`src/rtl/stream_demux_one_hot_decode.sv`:
```
// Binary-to-one-hot decoder: drives exactly one bit of a 2**A-wide vector.
module stream_demux_one_hot_decode #(
    parameter  int unsigned A = 1,
    localparam int unsigned D = 1 << A
) (
    input  logic [A-1:0] bin,
    output logic [D-1:0] one_hot
);

    // Set the single bit addressed by bin.
    always_comb begin
        one_hot      = '0;
        one_hot[bin] = 1'b1;
    end

endmodule

```
`src/rtl/stream_demux.sv`:
```
// Registered 1-to-D stream demultiplexer. A packet's channel is captured on
// its first beat and reused for every following beat until in_last.
module stream_demux #(
    parameter  int unsigned A = 1,
    parameter  int unsigned W = 8,
    localparam int unsigned D = 1 << A
) (
    input  logic         clk,
    input  logic         reset,
    input  logic [A-1:0] select,
    input  logic         in_valid,
    output logic         in_ready,
    input  logic [W-1:0] in_data,
    input  logic         in_last,
    output logic [D-1:0] out_valid,
    input  logic [D-1:0] out_ready,
    output logic [W-1:0] out_data [D-1:0],
    output logic [D-1:0] out_last
);

    typedef enum logic {
        IDLE   = 1'b0,
        LOCKED = 1'b1
    } state_t;

    state_t         state;
    logic           held;
    logic [A-1:0]   dest;
    logic [A-1:0]   lock_reg;
    logic [W-1:0]   data_q;
    logic           last_q;

    logic [A-1:0]   route;
    logic           accept;
    logic [D-1:0]   dest_oh;

    // The slot frees up in the same cycle its beat drains, so a full
    // downstream sees no bubbles.
    assign in_ready = !held || out_ready[dest];
    assign accept   = in_valid && in_ready;

    // Mid-packet beats follow the channel latched on the first beat.
    always_comb begin
        route = select;
        if (state == LOCKED) begin
            route = lock_reg;
        end
    end

    // Holding register, packet lock and IDLE/LOCKED sequencing.
    always_ff @(posedge clk) begin
        if (reset) begin
            state    <= IDLE;
            held     <= 1'b0;
            dest     <= '0;
            lock_reg <= '0;
            data_q   <= '0;
            last_q   <= 1'b0;
        end else begin
            if (accept) begin
                data_q <= in_data;
                last_q <= in_last;
                dest   <= route;
                held   <= 1'b1;
            end else if (held && out_ready[dest]) begin
                held   <= 1'b0;
            end

            case (state)
                IDLE: begin
                    if (accept && !in_last) begin
                        state    <= LOCKED;
                        lock_reg <= select;
                    end
                end
                LOCKED: begin
                    if (accept && in_last) begin
                        state <= IDLE;
                    end
                end
                default: state <= IDLE;
            endcase
        end
    end

    stream_demux_one_hot_decode #(
        .A (A)
    ) u_dest_decode (
        .bin     (dest),
        .one_hot (dest_oh)
    );

    // Valid/last appear only on the channel owning the held beat.
    always_comb begin
        out_valid = held ? dest_oh : '0;
        out_last  = (held && last_q) ? dest_oh : '0;
    end

    // Every channel sees the same holding register.
    always_comb begin
        for (int i = 0; i < int'(D); i++) begin
            out_data[i] = data_q;
        end
    end

endmodule

```
`config.mk`:
```
export PLATFORM = sky130hd
export DESIGN_NAME = stream_demux
export DESIGN_NICKNAME = d
export VERILOG_FILES = /design/src/rtl/stream_demux_one_hot_decode.sv /design/src/rtl/stream_demux.sv
export SDC_FILE = /design/constraint.sdc
export NUM_CORES = 1
export LEC_CHECK = 0
export ABC_CLOCK_PERIOD_IN_PS = 2800
export CORE_AREA = 8 8 56 58
export CTS_CLUSTER_SIZE = 30
export DETAILED_ROUTE_END_ITERATION = 8
export DIE_AREA = 0 0 64 66
export SYNTH_ARGS = -nofsm -noshare
export SYNTH_HDL_FRONTEND = slang
export SYNTH_SLANG_ARGS = --single-unit
```
`constraint.sdc`:
```
create_clock -name clk -period 2.8 [get_ports clk]
set_clock_uncertainty 0.1 [all_clocks]
set_input_delay 0.56 -clock clk [delete_from_list [all_inputs] [get_ports clk]]
set_output_delay 0.56 -clock clk [all_outputs]
set_load 0.05 [all_outputs]
```
==> results of run 1 <==
## path summary, 6_finish.rpt
path	cells past startpoint	endpoint	from	slack, ns
setup reg to reg	4	data_q[2]	dest	1.33
hold / removal	2	lock_reg	lock_reg	0.36
hold reg to reg	2	lock_reg	lock_reg	0.36
setup / recovery	3	out_valid[1]	held	0.42
## tightest hold or removal path: stages (launching register included)
cell	delay, ns
dfxtp_1	0.31
nand2_1	0.05
mux2i_1	0.05
## metal layers
| layer | track usage, % | routed length [um] |
|---|---|---|
| met1 | 7.23 | 624 |
| met2 | 12.9 | 726 |
| met3 | 3.90 | 161 |
| met4 | 5.01 | 31 |
| met5 | 0 | 0 |
## through the flow
| step | hold slack (ns) | cell area (sq um) |
|---|---|---|
| 2_1_floorplan | 0.331 | 639 |
| 3_3_place_gp | 0.341 | 953 |
| 3_5_place_dp | 0.354 | 953 |
| 4_1_cts | 0.365 | 980 |
| 5_1_grt | 0.394 | 980 |
| 6_report | 0.360 | 980 |
## Yosys cell counts
cell	n
and3_1	2
nor2b_1	1
buf_4	8
nor2_1	2
mux2i_1	12
a2111oi_2	1
nand2_1	23
dfxtp_1	13
a21oi_1	2
a211oi_1	1
clkbuf_1	2
inv_1	4
a2bb2oi_1	1
mux2_2	1
buf_6	1
## cell families after synthesis
| kind of cell | Yosys count |
|---|---|
| AOI/OAI and AO/OA | 5 |
| buffers and inverters | 15 |
| DFF | 13 |
| muxes | 13 |
| and+or+nand+nor | 28 |
## cell type report
| cell class | instances | area (sq um) | share of cell area, % |
|---|---|---|---|
| Timing Repair Buffer | 36 | 355 | 36.3 |
| Tap cell | 30 | 37.5 | 3.83 |
| Multi-Input combinational cell | 46 | 285 | 29.1 |
| Inverter | 4 | 15.0 | 1.53 |
| Sequential cell | 13 | 260 | 26.6 |
| Clock buffer | 4 | 26.3 | 2.68 |
## power by group through the flow
stage | Sequential (mW) | Combinational, mW | Clock (mW)
after floorplan | 0.239 | 0.0856 | 0
after global placement | 0.213 | 0.162 | 0
after detailed placement | 0.213 | 0.163 | 0
after CTS | 0.209 | 0.164 | 0.123
after global routing | 0.211 | 0.171 | 0.129
final | 0.208 | 0.162 | 0.115
==> summary.txt, run 1 <==
Status
  – Status: finished clean

Finish
  – Max reg flops: 8
  – Final core occ: a little over two fifths
  – Post-layout net count: around 120
  – Leading cell types in the layout, fill and taps excluded: 34 x clkdlybuf4s50_1, 23 x nand2_1, 13 x dfxtp_1
  – N_diodes: 0
  – Area Growth Syn to Fin: 53.2%
  – Biggest register: data_q
  – Commonest non-fill, non-tap cell in the layout: clkdlybuf4s50_1
  – Final cell count without fillers: 133
  – Filler cells: ~240
  – Share of cells above drive strength 1: 6.80%

Logic synthesis
  – Synthesized cell area: 639 sq um
  – Leading area contributor after synthesis: dfxtp_1
  – Yosys warns: 0
  – Largest family of logic cells by synthesized area: multiplexers
  – Syn_area_per_cell: 8.64 sq um
  – Area contributors post-synth: dfxtp_1 41%, mux2i_1 19%, nand2_1 14%, buf_4 9.4%, a2111oi_2 2.3%
  – Synthesis-stage register bit count: 13
  – Post-synthesis adder-cell area fraction: 0%
  – Syn Inst Count: between 70 and 80
  – Sequential share of the synthesized area: between 40 and 50%
  – Post-Synth XOR/XNOR Area: 0%
  – Synth Area in Compound Gates: between 6 and 7%
  – Syn nets: 89
  – Top-area cell type share of the netlist area: 40.7%
  – Netlist cell types: 15
  – Post-synthesis simple-gate area fraction: 17.6%
  – Mux share of post-synthesis cell area: between 20% and 30%

Route
  – Routed via count: 572
  – ANT nets after route: 0
  – Detailed Routing Iterations Pass 1: 2
  – Via-per-instance ratio: between 4 and 5
  – Initial drt markers: 16
  – Post-Route WL: about 1.5 mm
  – Drt wl/cell: roughly 12 um
  – # DRC: 0

Die
  – Die area: roughly 4200 sq um
  – Chip width: about 64 um
  – Starting Density: between 20 and 30%
  – Ports: 36
  – Die H: about 66 um
  – Row count: 18
  – CORE AREA: between 2000 and 2500 sq um

Job
  – Max-cap violation count: 0

Pwr
  – Internal: ~0.32 mW
  – Pwr dens: around 500 nW/um^2
  – Leak: 0.398 nW
  – Switching pwr: 0.168 mW
  – Total power: about 0.49 mW
  – Comb pwr share: around 33%
  – Max VDD drop: 0.000250 V
  – Sequential Power Share: a little over two fifths
  – Sw Share: 34.6%
  – Clock share of power: 23.7%

STA
  – Slew margin rel.: roughly three fifths
  – Final worst path period share: between 80% and 90%
  – Pins Over Slew Limit: 0
  – Fmax: 0.421 GHz
  – PnR worst setup slack: about 0.42 ns
  – Setup TNS Final: 0 ns
  – Final Hold Vio Count: 0
  – Least-Margin Pin Slew: around 0.60 ns
  – Post-layout min period: 2.38 ns
  – Endpoints failing setup: 0
  – RSZ-0062 raised after global routing: false

Clock network
  – CTS tree: built
  – CTS sink count: 13
  – H-tree levels: 1
  – Clock Latency Late Sink: around 0.27 ns
  – Post-CTS resize count: 0
  – Num CTS Buffers: 3
  – Clk slew on worst S/H paths: around 0.080 ns
  – CTS max path bufs: 2
  – CTS Hold Bufs: 0
  – CTS Root Cell: clkbuf_4
  – Post-CTS setup buffer count: 0

Setup path
  – Cell family with most CP delay: buffers and inverters
  – Slowest cell on crit path: clkdlybuf4s50_1
  – WP data required: around 2.1 ns
  – CP startpoint kind: flop
  – Crit end category: output pin
  – Max incr delay on CP: 0.81 ns
  – Crit path arrival time: 1.72 ns
  – Crit-path cells: inv_1 > nor2_1 > clkdlybuf4s50_1
  – Crit path max fanout: 7
  – Crit Path Category: reg2out
  – WP buf/inv: 2

Global routing
  – Antenna violations before repair: 0
  – First-pass GRT wire length: about 2.6 mm
  – Vias in the first global route: 601
  – Largest net degree at the start of global routing: 23
  – Global Route Usage Sum: 7.65%
  – Remaining Overflow, GRT: 0

Placement
  – Hpwl dp: roughly 1.2 mm
  – Placed Cells: around 130
  – Final Wtd Congestion: around 0.65
  – Port Buffers: 35
  – Worst slack at placement: ~0.55 ns

Worst hold path
  – Worst min-delay path category: reg2reg
Power figures use the tool's default switching activity.
==> run 2: changes to the inputs <==
--- a/config.mk
+++ b/config.mk
@@ -5,7 +5,7 @@
 export SDC_FILE = /design/constraint.sdc
 export NUM_CORES = 1
 export LEC_CHECK = 0
-export ABC_CLOCK_PERIOD_IN_PS = 2800
+export ABC_CLOCK_PERIOD_IN_PS = 2400
 export CORE_AREA = 8 8 56 58
 export CTS_CLUSTER_SIZE = 30
 export DETAILED_ROUTE_END_ITERATION = 8
==> constraint.sdc (replaced) <==
create_clock -name clk -period 2.4 [get_ports clk]
set_clock_uncertainty 0.1 [all_clocks]
set_input_delay 0.48 -clock clk [delete_from_list [all_inputs] [get_ports clk]]
set_output_delay 0.48 -clock clk [all_outputs]
set_load 0.05 [all_outputs]
==> run 2 against run 1 <==
Against the previous run: combinational power up 17%; wire length is 1.6% higher; total power grew 16%; sequential share of layout area down 0.20 points; via count shrank 0.52%; register-to-register slack worse by 0.42 ns; die area did not move; clock power rose by 13%; core utilization grew 0.32 points.
==> summary.txt, run 2 (synthesized netlist as in run 1, its figures left out) <==
Status
  – Status: finished clean

Clock network
  – Clk slew on worst S/H paths: around 0.080 ns
  – Post-CTS resize count: 0
  – CTS Root Cell: clkbuf_4
  – CTS sink count: 13
  – Num CTS Buffers: 3
  – CTS max path bufs: 2
  – Clock Latency Late Sink: between 0.2 and 0.3 ns
  – CTS Hold Bufs: 0
  – Post-CTS setup buffer count: 0
  – H-tree levels: 1
  – CTS tree: built

Route
  – # DRC: 0
  – Initial drt markers: 30
  – Detailed Routing Iterations Pass 1: 2
  – Post-Route WL: 1.57 mm
  – ANT nets after route: 0
  – Via-per-instance ratio: 4.25
  – Drt wl/cell: ~12 um
  – Routed via count: between 500 and 600

Setup path
  – Crit Path Category: reg2out
  – WP data required: ~1.8 ns
  – Crit path arrival time: roughly 1.7 ns
  – CP startpoint kind: flop
  – Crit path max fanout: 7
  – Critical R2R Capture: data_q[4]
  – Critical R2R Launch: dest
  – CP Launch Point: held
  – Crit end category: output pin
  – Number of cells on the worst reg-to-reg path: 4
  – Setup slack, reg-to-reg: slightly above 0.9 ns
  – Worst setup path end: out_valid[1]

Die
  – Chip width: 64 um
  – CORE AREA: ~2300 sq um
  – Ports: 36
  – Die area: between 4000 and 5000 sq um
  – Starting Density: about 28%
  – Die H: between 60 and 70 um
  – Row count: 18

Finish
  – Final core occ: between 40% and 50%
  – Leading cell types in the layout, fill and taps excluded: 34 x clkdlybuf4s50_1, 23 x nand2_1, 13 x dfxtp_1
  – N_diodes: 0
  – Biggest register: data_q
  – Final cell count without fillers: 134
  – Area Growth Syn to Fin: 54.4%
  – Max reg flops: 8
  – Share of cells above drive strength 1: approximately 7.7%
  – Post-layout net count: 120
  – Commonest non-fill, non-tap cell in the layout: clkdlybuf4s50_1

Global routing
  – Antenna violations before repair: 0
  – First-pass GRT wire length: around 2.7 mm
  – Largest net degree at the start of global routing: 23
  – Remaining Overflow, GRT: 0
  – Vias in the first global route: 581
  – Global Route Usage Sum: under 10%

STA
  – Final worst path period share: 94.8%
  – PnR worst setup slack: about 0.12 ns
  – RSZ-0062 raised after global routing: false
  – Pins Over Slew Limit: 0
  – Slew margin rel.: ~66%
  – Post-layout min period: roughly 2.3 ns
  – Setup TNS Final: 0 ns
  – Endpoints failing setup: 0
  – Fmax: ~0.44 GHz
  – Least-Margin Pin Slew: 0.511 ns
  – Final Hold Vio Count: 0

Placement
  – Worst slack at placement: 0.303 ns
  – Port Buffers: 35
  – Final Wtd Congestion: roughly 0.66
  – Placed Cells: 130
  – Hpwl dp: approximately 1.2 mm

Pwr
  – Clock share of power: a little under a quarter
  – Switching pwr: slightly below 0.2 mW
  – Max VDD drop: 0.000225 V
  – Comb pwr share: 33.8%
  – Sw Share: 34.1%
  – Sequential Power Share: 43.2%
  – Internal: between 0.3 and 0.4 mW
  – Pwr dens: around 570 nW/um^2
  – Leak: 0.403 nW

Job
  – Max-cap violation count: 0

Worst hold path
  – Worst min-delay path category: reg2reg
run 2: cell types whose count changed in the layout (fill, tap and decap cells not counted), sizes merged:
| cell | previous run | this run |
|---|---|---|
| buf | 2 | 3 |
run 2: how the worst min path moves through the flow:
stage | start | end | slack, ns | cells after the start
CTS | lock_reg | lock_reg | 0.37 | 2
finish | lock_reg | lock_reg | 0.37 | 2
global route | lock_reg | lock_reg | 0.39 | 2
global placement | lock_reg | lock_reg | 0.34 | 2
floorplan | lock_reg | lock_reg | 0.33 | 2
detailed placement | lock_reg | lock_reg | 0.35 | 2
run 2: metal layers:
| metal | part of all wire, % | track usage (%) | vias to the layer above |
|---|---|---|---|
| met5 | 0 | 0 | - |
| met2 | 50 | 13.8 | 18 |
| met3 | 11 | 3.56 | 2 |
| li1 | - | - | 293 |
| met1 | 39 | 7.70 | 256 |
| met4 | 1.0 | 4.18 | 0 |
run 2: critical path, stage by stage, from the launching register on:
cell	delay, ns
dfxtp_1	0.43
inv_1	0.08
nor2_1	0.10
clkdlybuf4s50_1	0.81
run 2: power by group through the flow:
stage	Sequential, mW	Clock [mW]	Combinational, mW
5_1_grt	0.246	0.147	0.201
4_1_cts	0.244	0.137	0.192
3_3_place_gp	0.248	0	0.190
3_5_place_dp	0.249	0	0.192
6_report	0.244	0.130	0.190
2_1_floorplan	0.279	0	0.0999
run 2: cell type report:
cell class | count | area [sq um]
Fill cell | 235 | 1330
Clock buffer | 4 | 26.3
Sequential cell | 13 | 260
Multi-Input combinational cell | 46 | 285
Inverter | 4 | 15.0
Tap cell | 30 | 37.5
Timing Repair Buffer | 37 | 363
run 2: per-stage QoR:
step / cell area [sq um] / total power, mW / hold WS [ns]
after floorplan: 639 / 0.379 / 0.331
after global placement: 961 / 0.438 / 0.341
after detailed placement: 961 / 0.441 / 0.350
after CTS: 987 / 0.574 / 0.369
after global routing: 987 / 0.595 / 0.392
final: 987 / 0.564 / 0.369
==> run 3: changes to the inputs <==
--- a/config.mk
+++ b/config.mk
@@ -6,10 +6,11 @@
 export NUM_CORES = 1
 export LEC_CHECK = 0
 export ABC_CLOCK_PERIOD_IN_PS = 2400
-export CORE_AREA = 8 8 56 58
+export CORE_AREA = 8 8 52 54
 export CTS_CLUSTER_SIZE = 30
 export DETAILED_ROUTE_END_ITERATION = 8
-export DIE_AREA = 0 0 64 66
+export DIE_AREA = 0 0 60 62
+export PLACE_DENSITY = 0.72
 export SYNTH_ARGS = -nofsm -noshare
 export SYNTH_HDL_FRONTEND = slang
 export SYNTH_SLANG_ARGS = --single-unit
==> constraint.sdc (replaced) <==
create_clock -name clk -period 2.4 [get_ports clk]
set_clock_uncertainty 0.1 [all_clocks]
set_input_delay 0.36 -clock clk [delete_from_list [all_inputs] [get_ports clk]]
set_output_delay 0.36 -clock clk [all_outputs]
set_load 0.05 [all_outputs]
==> run 3 against run 2 <==
Against the previous run: non-clock buffer count shrank 1; core utilization grew 8.8 points; register-to-register slack gained 0.03 ns; largest cell class unchanged; wire length shrank 1.2%; worst setup slack gained 0.12 ns.
==> summary.txt, run 3 (synthesized netlist as in run 1, its figures left out) <==
Finish
  – Share of cells above drive strength 1: 6.80%
  – Final cell count without fillers: 130
  – Post-layout net count: 119
  – Area Growth Syn to Fin: 52.6%
  – Leading cell types in the layout, fill and taps excluded: 34 x clkdlybuf4s50_1, 23 x nand2_1, 13 x dfxtp_1
  – Commonest non-fill, non-tap cell in the layout: clkdlybuf4s50_1
  – Final instance area: 976 sq um
  – Multi-input logic area: 285 sq um
  – Filler cells: approximately 190
  – N_diodes: 0
  – Biggest register: data_q
  – Final core occ: between 50% and 60%
  – Max reg flops: 8
  – FF+latch area: ~260 sq um

STA
  – Setup TNS Final: 0 ns
  – Post-layout min period: 2.15 ns
  – Fmax: between 0.4 and 0.5 GHz
  – Hold_ws: about 0.36 ns
  – RSZ-0062 raised after global routing: false
  – Final Hold Vio Count: 0
  – Endpoints failing setup: 0
  – PnR worst setup slack: about 0.25 ns
  – Final worst path period share: between 80% and 90%
  – Pins Over Slew Limit: 0
  – Least-Margin Pin Slew: slightly below 0.6 ns
  – Slew margin rel.: about three fifths

Setup path
  – Crit end category: output pin
  – CP startpoint kind: flop
  – Crit-path cells: and3_1 > clkdlybuf4s50_1
  – Slowest cell on crit path: clkdlybuf4s50_1
  – Crit Path Category: reg2out
  – WP buf/inv: 1
  – Max incr delay on CP: 0.80 ns
  – Crit path depth: 2
  – WP data required: just under 2 ns
  – Cell family with most CP delay: buffers and inverters
  – Crit path arrival time: ~1.7 ns
  – Crit path max fanout: 7
  – Number of cells on the worst reg-to-reg path: 4

Pwr
  – Leak: roughly 0.40 nW
  – Pwr dens: about 580 nW/um^2
  – Max VDD drop: between 0.0003 and 0.0004 V
  – Total power: roughly 0.56 mW

Global routing
  – Global Route Usage Sum: under 10%
  – Largest net degree at the start of global routing: 23
  – Remaining Overflow, GRT: 0
  – First-pass GRT wire length: 2.61 mm
  – Vias in the first global route: approximately 590
  – Antenna violations before repair: 0

Clock network
  – CTS sink count: 13
  – Post-CTS setup buffer count: 0
  – CTS max path bufs: 2
  – Clk slew on worst S/H paths: about 0.080 ns
  – Clock Latency Late Sink: ~0.26 ns
  – CTS tree: built
  – Num CTS Buffers: 3
  – CTS Root Cell: clkbuf_4
  – CTS Hold Bufs: 0
  – H-tree levels: 1
  – Post-CTS resize count: 0

Route
  – Drt wl/cell: approximately 12 um
  – Post-Route WL: approximately 1.5 mm
  – # DRC: 0
  – Via-per-instance ratio: approximately 4.3
  – Detailed Routing Iterations Pass 1: 4
  – ANT nets after route: 0
  – Initial drt markers: 7
  – Routed via count: around 560

Die
  – Starting Density: between 30 and 40%
  – Die H: slightly above 60 um
  – Row count: 16
  – CORE AREA: roughly 1900 sq um
  – Ports: 36
  – Chip width: approximately 60 um
  – Die area: around 3700 sq um

Placement
  – Placed Cells: between 100 and 150
  – Hpwl dp: roughly 1.2 mm
  – Final Wtd Congestion: about 0.7
  – Worst slack at placement: around 0.53 ns
  – Placed instance area: 950 sq um
  – Port Buffers: 35

Worst hold path
  – Hold depth: 2
  – Worst min-delay path category: reg2reg

Status
  – Status: finished clean

Job
  – Max-cap violation count: 0
run 3: changes by cell type in the layout (fill, tap and decap cells not counted), sizes merged:
cell / previous run / this run
buf: 3 / 2
run 3: report_power, final:
| group | internal [mW] | switching [mW] | total, mW |
|---|---|---|---|
| logic | 0.0750 | 0.114 | 0.189 |
| registers | 0.231 | 0.0126 | 0.244 |
| clock network | 0.0642 | 0.0656 | 0.130 |
run 3: final timing paths:
path	to	from	slack, ns
setup / recovery	out_last[0]	held	0.25
hold / removal	lock_reg	lock_reg	0.36
setup reg to reg	data_q[1]	dest	0.94
hold reg to reg	lock_reg	lock_reg	0.36
run 3: layer usage:
layer	share of wire, %	global-route usage (%)	wire [um]	up-vias
li1	-	-	-	293
met1	42	9.65	652	245
met2	49	16.5	752	19
met3	9.3	3.50	144	0
met4	0	3.06	0	0
met5	0	0	0	-
run 3: final cells by class:
class / count / area share, %
Timing Repair Buffer: 36 / 36.4
Multi-Input combinational cell: 46 / 29.2
Sequential cell: 13 / 26.7
Tap cell: 27 / 3.46
Clock buffer: 4 / 2.69
Inverter: 4 / 1.54
run 3: tightest hold or removal path, cell delays in order, from the launching register on:
cell and delay, ns:
dfxtp_1 0.31, nand2_1 0.05, mux2i_1 0.05
